[config.mk]
export PLATFORM = sky130hd
export DESIGN_NAME = bof_range_table
export DESIGN_NICKNAME = d
export VERILOG_FILES = /design/src/rtl/bof_range_table.sv
export SDC_FILE = /design/constraint.sdc
export NUM_CORES = 2
export LEC_CHECK = 0
export CAP_MARGIN = 15
export CORE_ASPECT_RATIO = 0.5
export CORE_MARGIN = 2
export CORE_UTILIZATION = 30
export CTS_CLUSTER_SIZE = 10
export DETAILED_ROUTE_END_ITERATION = 16
export PLACE_DENSITY = 0.5
export SYNTH_ARGS = -nofsm -noshare
export SYNTH_HDL_FRONTEND = slang
export SYNTH_SLANG_ARGS = --single-unit
[constraint.sdc]
create_clock -name clk_i -period 15.3 [get_ports clk_i]
set_input_delay 3.825 -clock clk_i [delete_from_list [all_inputs] [get_ports clk_i]]
set_output_delay 3.825 -clock clk_i [all_outputs]
set_load 0.005 [all_outputs]
[src/rtl/bof_range_table.sv]
// Range table for the heap-overflow tracker: stores contiguous store ranges, merges
// overlapping/adjacent writes, evicts the oldest non-big entry when full.
module bof_range_table #(
  parameter int unsigned NUM_ENTRIES = 8,
  parameter int unsigned ADDR_W      = 32
) (
  input  logic                           clk_i,
  input  logic                           rst_i,
  input  logic                           flush_i,
  input  logic                           wr_valid_i,
  output logic                           wr_ready_o,
  input  logic [ADDR_W-1:0]              wr_first_i,
  input  logic [ADDR_W-1:0]              wr_last_i,
  input  logic                           wr_big_i,
  input  logic [ADDR_W-1:0]              find_addr_i,
  output logic                           addr_in_range_o,
  output logic                           addr_is_first_o,
  output logic [$clog2(NUM_ENTRIES)-1:0] hit_idx_o,
  output logic [ADDR_W-1:0]              read_o,
  output logic [ADDR_W-1:0]              read2_o,
  output logic [$clog2(NUM_ENTRIES):0]   occupancy_o,
  output logic                           merge_o,
  output logic                           evict_o
);

  localparam int unsigned       IdxW    = $clog2(NUM_ENTRIES);
  localparam logic [IdxW-1:0]   IdxOne  = 1;
  localparam logic [IdxW:0]     OccOne  = 1;
  localparam logic [ADDR_W:0]   WideOne = 1;

  typedef enum logic [1:0] {StIdle, StCmp, StCommit} state_e;

  state_e                  state_q;
  logic [NUM_ENTRIES-1:0]  valid_q;
  logic [NUM_ENTRIES-1:0]  big_q;
  logic [ADDR_W-1:0]       first_q [NUM_ENTRIES];
  logic [ADDR_W-1:0]       last_q  [NUM_ENTRIES];
  logic [ADDR_W-1:0]       req_first_q;
  logic [ADDR_W-1:0]       req_last_q;
  logic                    req_big_q;
  logic                    match_q;
  logic [IdxW-1:0]         match_idx_q;
  logic [IdxW-1:0]         rr_ptr_q;

  logic                    cmp_match;
  logic [IdxW-1:0]         cmp_idx;
  logic                    full;
  logic [IdxW-1:0]         free_idx;
  logic                    victim_found;
  logic [IdxW-1:0]         victim_idx;
  logic [IdxW-1:0]         scan_idx;
  logic [IdxW-1:0]         tgt_idx;
  logic [ADDR_W-1:0]       new_first;
  logic [ADDR_W-1:0]       new_last;
  logic                    new_big;

  assign wr_ready_o = (state_q == StIdle);

  // Descending scan so the lowest index is the final winner.
  always_comb begin
    addr_in_range_o = 1'b0;
    addr_is_first_o = 1'b0;
    hit_idx_o       = '0;
    for (int i = int'(NUM_ENTRIES) - 1; i >= 0; i--) begin
      if (valid_q[i] && find_addr_i >= first_q[i] && find_addr_i <= last_q[i]) begin
        addr_in_range_o = 1'b1;
        addr_is_first_o = (find_addr_i == first_q[i]);
        hit_idx_o       = IdxW'(i);
      end
    end
  end

  // Overlap-or-adjacent test, widened by one bit so last+1 cannot wrap.
  always_comb begin
    cmp_match = 1'b0;
    cmp_idx   = '0;
    for (int i = int'(NUM_ENTRIES) - 1; i >= 0; i--) begin
      if (valid_q[i] &&
          ({1'b0, req_first_q} <= {1'b0, last_q[i]} + WideOne) &&
          ({1'b0, req_last_q} + WideOne >= {1'b0, first_q[i]})) begin
        cmp_match = 1'b1;
        cmp_idx   = IdxW'(i);
      end
    end
  end

  always_comb begin
    full     = &valid_q;
    free_idx = '0;
    for (int i = int'(NUM_ENTRIES) - 1; i >= 0; i--) begin
      if (!valid_q[i]) free_idx = IdxW'(i);
    end
    victim_found = 1'b0;
    victim_idx   = rr_ptr_q;
    scan_idx     = rr_ptr_q;
    for (int k = 0; k < int'(NUM_ENTRIES); k++) begin
      scan_idx = rr_ptr_q + IdxW'(k);
      if (!victim_found && !big_q[scan_idx]) begin
        victim_found = 1'b1;
        victim_idx   = scan_idx;
      end
    end
  end

  always_comb begin
    if (match_q) begin
      tgt_idx   = match_idx_q;
      new_first = (req_first_q < first_q[match_idx_q]) ? req_first_q : first_q[match_idx_q];
      new_last  = (req_last_q > last_q[match_idx_q]) ? req_last_q : last_q[match_idx_q];
      new_big   = big_q[match_idx_q] | req_big_q;
    end else begin
      tgt_idx   = full ? victim_idx : free_idx;
      new_first = req_first_q;
      new_last  = req_last_q;
      new_big   = req_big_q;
    end
  end

  always_ff @(posedge clk_i) begin
    if (rst_i) begin
      state_q     <= StIdle;
      valid_q     <= '0;
      big_q       <= '0;
      rr_ptr_q    <= '0;
      occupancy_o <= '0;
      merge_o     <= 1'b0;
      evict_o     <= 1'b0;
      read_o      <= '0;
      read2_o     <= '0;
      req_first_q <= '0;
      req_last_q  <= '0;
      req_big_q   <= 1'b0;
      match_q     <= 1'b0;
      match_idx_q <= '0;
    end else if (flush_i) begin
      state_q     <= StIdle;
      valid_q     <= '0;
      big_q       <= '0;
      rr_ptr_q    <= '0;
      occupancy_o <= '0;
      merge_o     <= 1'b0;
      evict_o     <= 1'b0;
      match_q     <= 1'b0;
    end else begin
      merge_o <= 1'b0;
      evict_o <= 1'b0;
      case (state_q)
        StIdle: begin
          if (wr_valid_i) begin
            req_first_q <= wr_first_i;
            req_last_q  <= wr_last_i;
            req_big_q   <= wr_big_i;
            state_q     <= StCmp;
          end
        end
        StCmp: begin
          if (req_first_q > req_last_q) begin
            state_q <= StIdle;
          end else begin
            match_q     <= cmp_match;
            match_idx_q <= cmp_idx;
            state_q     <= StCommit;
          end
        end
        StCommit: begin
          valid_q[tgt_idx] <= 1'b1;
          big_q[tgt_idx]   <= new_big;
          read_o           <= new_first;
          read2_o          <= new_last;
          if (match_q) begin
            merge_o <= 1'b1;
          end else if (full) begin
            evict_o  <= 1'b1;
            rr_ptr_q <= victim_idx + IdxOne;
          end else begin
            occupancy_o <= occupancy_o + OccOne;
          end
          state_q <= StIdle;
        end
        default: state_q <= StIdle;
      endcase
    end
  end

  // Range bounds are qualified by valid_q, so they need no reset.
  always_ff @(posedge clk_i) begin
    if (!rst_i && !flush_i && state_q == StCommit) begin
      first_q[tgt_idx] <= new_first;
      last_q[tgt_idx]  <= new_last;
    end
  end

endmodule

**Word-level counts from Yosys, hierarchy flattened**

Memory sizes are Yosys's and may differ from the RTL's. A register that Yosys moved wholly into a read port is not among the register bits.
Index checks and enable logic that the tools add are counted.

- Add/subtract/negate cells: 18
- Order comparisons: 46
- Equal/unequal tests: 11
- Muxes and demuxes: 101
- Bitwise logic cells: 7
- Reductions and logical operators: 68

Operators by type and width:

| cell | count |
|---|---|
| $add 32x1->33 const B | 9 |
| $ge 33x32->1 | 8 |
| $le 32x33->1 | 8 |
| $eq 32x32->1 | 8 |
| $ge 32x32->1 | 8 |
| $le 32x32->1 | 8 |
| $mux 32 | 4 |
| $mux 3 | 37 |
| $gt 32x32->1 | 2 |
| $mux 1 | 46 |
| $logic_and 1x1->1 | 42 |
| $lt 3x4->1 const B | 10 |
| $lt 32x32->1 | 1 |
| $bmux 1 s3 | 9 |
| $logic_not 1->1 | 15 |
| $add 3x3->3 const B | 4 |
| $reduce_and 10->1 | 1 |
| $reduce_and 3->1 | 3 |
| $bwmux 8 | 1 |
| $or 8x8->8 | 1 |
| $reduce_and 8->1 | 1 |
| $add 3x1->3 const B | 2 |
| $add 3x2->3 const B | 2 |
| $not 1->1 | 5 |
| other kinds (14) | 16 |

- Flip-flop bits (word level): 160
- Memory bits (writable): 512
- Input port bits: 101
- Output and inout port bits: 76
- Memories: 2

Memories:

| memory | words | bits a word | read ports | clocked after memory_dff | write ports | line | RTL |
|---|---|---|---|---|---|---|---|
| first_q | 8 | 32 | 9 | 1 | 1 | 36 | `logic [ADDR_W-1:0] first_q [NUM_ENTRIES];` |
| last_q | 8 | 32 | 9 | 1 | 1 | 37 | `logic [ADDR_W-1:0] last_q [NUM_ENTRIES];` |

**Depth between registers and ports, before layout**

- Depth after elaboration: 31
- Mapped depth: 21

**Worst setup path before layout**

OpenSTA, ideal clock, no wires.

- Kind: input port to output port
- Start: input find_addr_i[9]
- End: output hit_idx_o[2]
- Data arrival time: 6148 ps
- Required time: 11475 ps
- Path slack: 5327 ps
- Stages: 11
- Buffers on the path: 0
- Path through: ha_1 > a21o_1 > a21o_1 > a21o_1 > a211oi_1 > o21ai_0 > and2_1 > or4_1 > nor2b_1 > nor4b_1 > nor2b_1

- Longest elaborated chain between the ends: 11
- Elaborated cells between the ends (all ways): 40
- Those cells by class: 16 x order compare; 8 x mux; 16 x reduce/logical

Ends and longest elaborated chain:

| what | line | RTL |
|---|---|---|
| start, declared | 15 | `input logic [ADDR_W-1:0] find_addr_i,` |
| $ge 32x32->1 | 65 | `if (valid_q[i] && find_addr_i >= first_q[i] && find_addr_i <= last_q[i]) begin` |
| $logic_and 1x1->1 (2 in series) | 65 |  |
| $mux 3 (7 in series) | 65 |  |
| $mux 3 * | 65 |  |
| end, declared | 18 | `output logic [$clog2(NUM_ENTRIES)-1:0] hit_idx_o,` |

Every way passes the cells marked *; elsewhere a longest branch is shown, timed or not.

**Final worst setup path**

- Start: input find_addr_i[12]
- End: output hit_idx_o[2]

Same word-level chain as after synthesis.

==> summary.md <==
| Metric | Value |
|---|---|
| CP Class | input port to output pin |
| Layout cells sized above 1 | 8.36% |
| Vias in the first global route | 47,200 |
| CTS Sinks | 675 |
| CP Capture Type | output pin |
| CTS Root Cell | clkbuf_16 |
| Mean Syn Cell Area | 10.0 µm² |
| Netlist Area Pre-Place | 58,100 µm² |
| RD Place Congestion | 0.990 |
| Core box area | 193,000 µm² |
| Syn Inst Count | 5,797 |
| Fmax achieved | 77.9 MHz |
| Post-CTS Setup Inserts | 0 |
| Post-Route M1 WL | 111,000 µm |
| WHS Endpoint | req_first_q[6]$_SDFFE_PP0P_ |
| HP Start | req_first_q[6]$_SDFFE_PP0P_ |
| Boundary Pins | 177 |
| Die width | 626 µm |
| Cell Pwr Density | 67.4 nW/µm² |
| Worst-path fanout max | 9 |
| Worst Hold Class | register to register |
| Routed wl met2 | 106,000 µm |
| Layout Nets | 7,350 |
| P_leak | 30.0 nW |
| Die Y | 315 µm |
| Clock-pin slew on the worst setup and hold paths | 0.06 ns |
| Cells on Worst Hold Path | 2 |
| Worst-Skew Late Latency | 0.73 ns |
| Initial antenna violation count | 16 |
| Drt drc | 0 |
| Period minus WS final | 12.83 ns |
| DR WL/cell | 28.6 µm |
| TNS Setup | 0 ns |
| Main area contributors after synthesis | edfxtp_1 (26%), ha_1 (24%), dfxtp_1 (5.6%), mux4_2 (5.2%), inv_1 (4.2%) |
| CTS max path bufs | 3 |
| Hold_buf cts | 0 |
| CTS-repair resized insts | 0 |
| Sequential share of the synthesized area | 32.1% |
| Area leader, netlist | edfxtp_1 |
| VDD IR-drop max | 0.0000861 V |
| Gr ovfl total | 0 |
| # H-tree levels | 3 |
| #FFs+latches synth | 675 |
| Fin crit share | 83.9% |
| GR Util All Layers | 25.0% |
| R2R depth | 15 |
| Max-slew headroom | 9.16% |
| Required time worst endpoint | 11.48 ns |
| Wirelength, routed | 251,000 µm |
| Max Used Layer | met5 |
| Final Hold Vio Count | 0 |
| Main flop type after synthesis | edfxtp_1 |
| Setup ws final | 2.47 ns |
| Tightest Pin Transition | 1.32 ns |
| Placed cell count | 8,637 |
| Critical Path Start Type | input port |
| Max-cap violations | 0 |
| Largest net degree at the start of global routing | 67 |
| R2R Setup Slk | 8.29 ns |
| Post-synth cell types | 79 |
| Rows | 114 |
| Vias per inst | 5.61 |
| First-pass GRT wire length | 351,000 µm |
| Post-detail-place hpwl | 199,000 µm |
| IO Port Bufs | 176 |
| Worst r2r dst | last_q[2][9]$_DFFE_PP_ |
| Starting Density | 30.1% |
| Place WS | 2.59 ns |
| Fraction of registers with async set/reset | 0% |
| Fin cells | 8,801 |
| Post-synth EDFFs | 512 |
| Final setup violation count | 0 |
| Fin. max-slew vios | 0 |
| Via count | 49,300 |
| RSZ-0062 raised after global routing | no |
| WL met3 | 20,400 µm |
| Power, Total | 4.49 mW |
| Critical Path AT | 9.01 ns |
| Synth top area share | 26.5% |
| Fin Hold WS | 0.453 ns |
| DR pass1 iterations | 6 |
| YS warnings | 0 |
| Clock Skews | 0.0395 ns |
| ANT nets after route | 0 |
| First DRT Iteration DRCs | 5,257 |
| CTS tree | built |
| Die ar. | 197,000 µm² |
| Syn Nets | 7,030 |
| P&R area growth vs syn | 14.8% |
| Total CTS buffers | 83 |
| Status | finished, final reports clean |
worst max path at each step:
stage | slack (ns) | from | cells past startpoint | to
after floorplan | 5.33 | find_addr_i[9] | 11 | hit_idx_o[2]
after global placement | 2.70 | find_addr_i[18] | 15 | hit_idx_o[2]
after detailed placement | 2.59 | find_addr_i[18] | 15 | hit_idx_o[2]
after CTS | 2.59 | find_addr_i[18] | 15 | hit_idx_o[2]
after global routing | 2.43 | find_addr_i[12] | 14 | addr_is_first_o
final | 2.47 | find_addr_i[12] | 13 | hit_idx_o[2]
per-layer routing:
layer / global-route usage [%] / up-vias
met3: 4.31 / 438
met1: 34.6 / 24400
li1: - / 22400
met5: 0 / -
met2: 37.9 / 2076
met4: 11.4 / 8
through the flow:
step | instance area (µm²) | utilization, %
6_report | 66700 | 34.6
5_1_grt | 66700 | 34.6
4_1_cts | 66600 | 34.5
3_5_place_dp | 64100 | 33.2
3_3_place_gp | 64000 | 33.2
2_1_floorplan | 58100 | -
sequential cells by signal, indices dropped and copies added, names as in the netlist, named ones only:
signal,cells
big_q,8
evict_o,1
first_q,256
last_q,256
match_idx_q,3
match_q,1
merge_o,1
occupancy_o,4
read2_o,32
read_o,32
req_big_q,1
req_first_q,32
req_last_q,32
rr_ptr_q,3
state_q,2
valid_q,8
cell usage in the layout, fill, tap and decap left out, types with 14 or more instances in the layout:
master           Yosys  layout
xnor2_1            273     266
and4_1              33      33
o21a_1              39      39
dfxtp_1            163     160
a221o_1             38      38
o21ai_0            204     203
a22o_1              33      33
a21o_1             302     302
mux4_2             135     135
nor2_1             206     198
and2_1              43      43
o211ai_1            32      32
a21oi_1            370     369
nand4_1            255     255
and3_1              46      45
inv_1              655     655
nor3_1             101     101
ha_1              1132    1132
clkbuf_1            70      48
a211o_1             18      18
mux2_2              69      69
nand3_1            161     160
buf_4                2     158
o22ai_1             15      15
edfxtp_1           512     512
mux2i_1             53      53
nand2b_1            30      30
a211oi_1            51      51
nor4_1              67      67
clkbuf_16            0      85
o31ai_1             14      14
nand2_1            397     395
clkdlybuf4s50_1      0     175
nor2b_1             69      69
or3_1               15      15
cells in the mapped netlist, types with 12 or more instances:
cell,n
nand2b_1,30
a2111oi_0,14
edfxtp_1,512
a211oi_1,51
xnor2_1,273
a211o_1,18
and3_1,46
dfxtp_1,163
buf_1,24
or3_1,15
ha_1,1132
a21oi_1,370
mux2i_1,53
nor3_1,101
o211ai_1,32
mux2_2,69
or2_2,12
o31ai_1,14
o22ai_1,15
a21o_1,302
and4_1,33
nand3_1,161
o21ai_0,204
a221o_1,38
nand4_1,255
nor2_1,206
mux4_2,135
nor2b_1,69
nand2_1,397
o21a_1,39
inv_1,655
nor4_1,67
a22o_1,33
clkbuf_1,70
and2_1,43
cells by family (layout without fill, tap and decap cells):
| logic type | count (synthesis) | count (layout) | synth area share (%) |
|---|---|---|---|
| compound gates | 1224 | 1224 | 13.8 |
| simple gates | 1470 | 1470 | 12.9 |
| buf+inv | 755 | 1145 | 4.91 |
| fa+ha+maj | 1132 | 1132 | 24.4 |
| xor+xnor | 279 | 279 | 4.21 |
| mux | 262 | 262 | 7.71 |
| other cells | 0 | 4 | 0 |
| flops | 675 | 675 | 32.1 |
layout make-up:
class	instances	area, µm²
diodes	4	10.0
clock buffers	141	2420
clock inverters	14	139
fillers	19600	126000
inverters	655	2460
multi-input cells	4367	36800
flip-flops and latches	675	18600
well taps	2610	3270
repair buffers	335	2950
where the power goes:
part | switching [mW] | internal (mW)
combinational | 0.352 | 0.195
clock | 0.863 | 1.09
sequential | 0.0172 | 1.98
total | 1.23 | 3.26
critical path, stage by stage:
cell and delay, ns:
clkdlybuf4s50_1 1.05, buf_4 0.36, ha_1 0.27, nand4_1 0.15
nor3_1 0.08, a221oi_1 0.40, nor2_1 0.08, nor3_1 0.87
a21oi_1 0.36, nand2b_1 0.28, nor3_1 0.67, nor2b_1 0.10
clkdlybuf4s50_1 0.47
(Power assumes the default switching activity.)
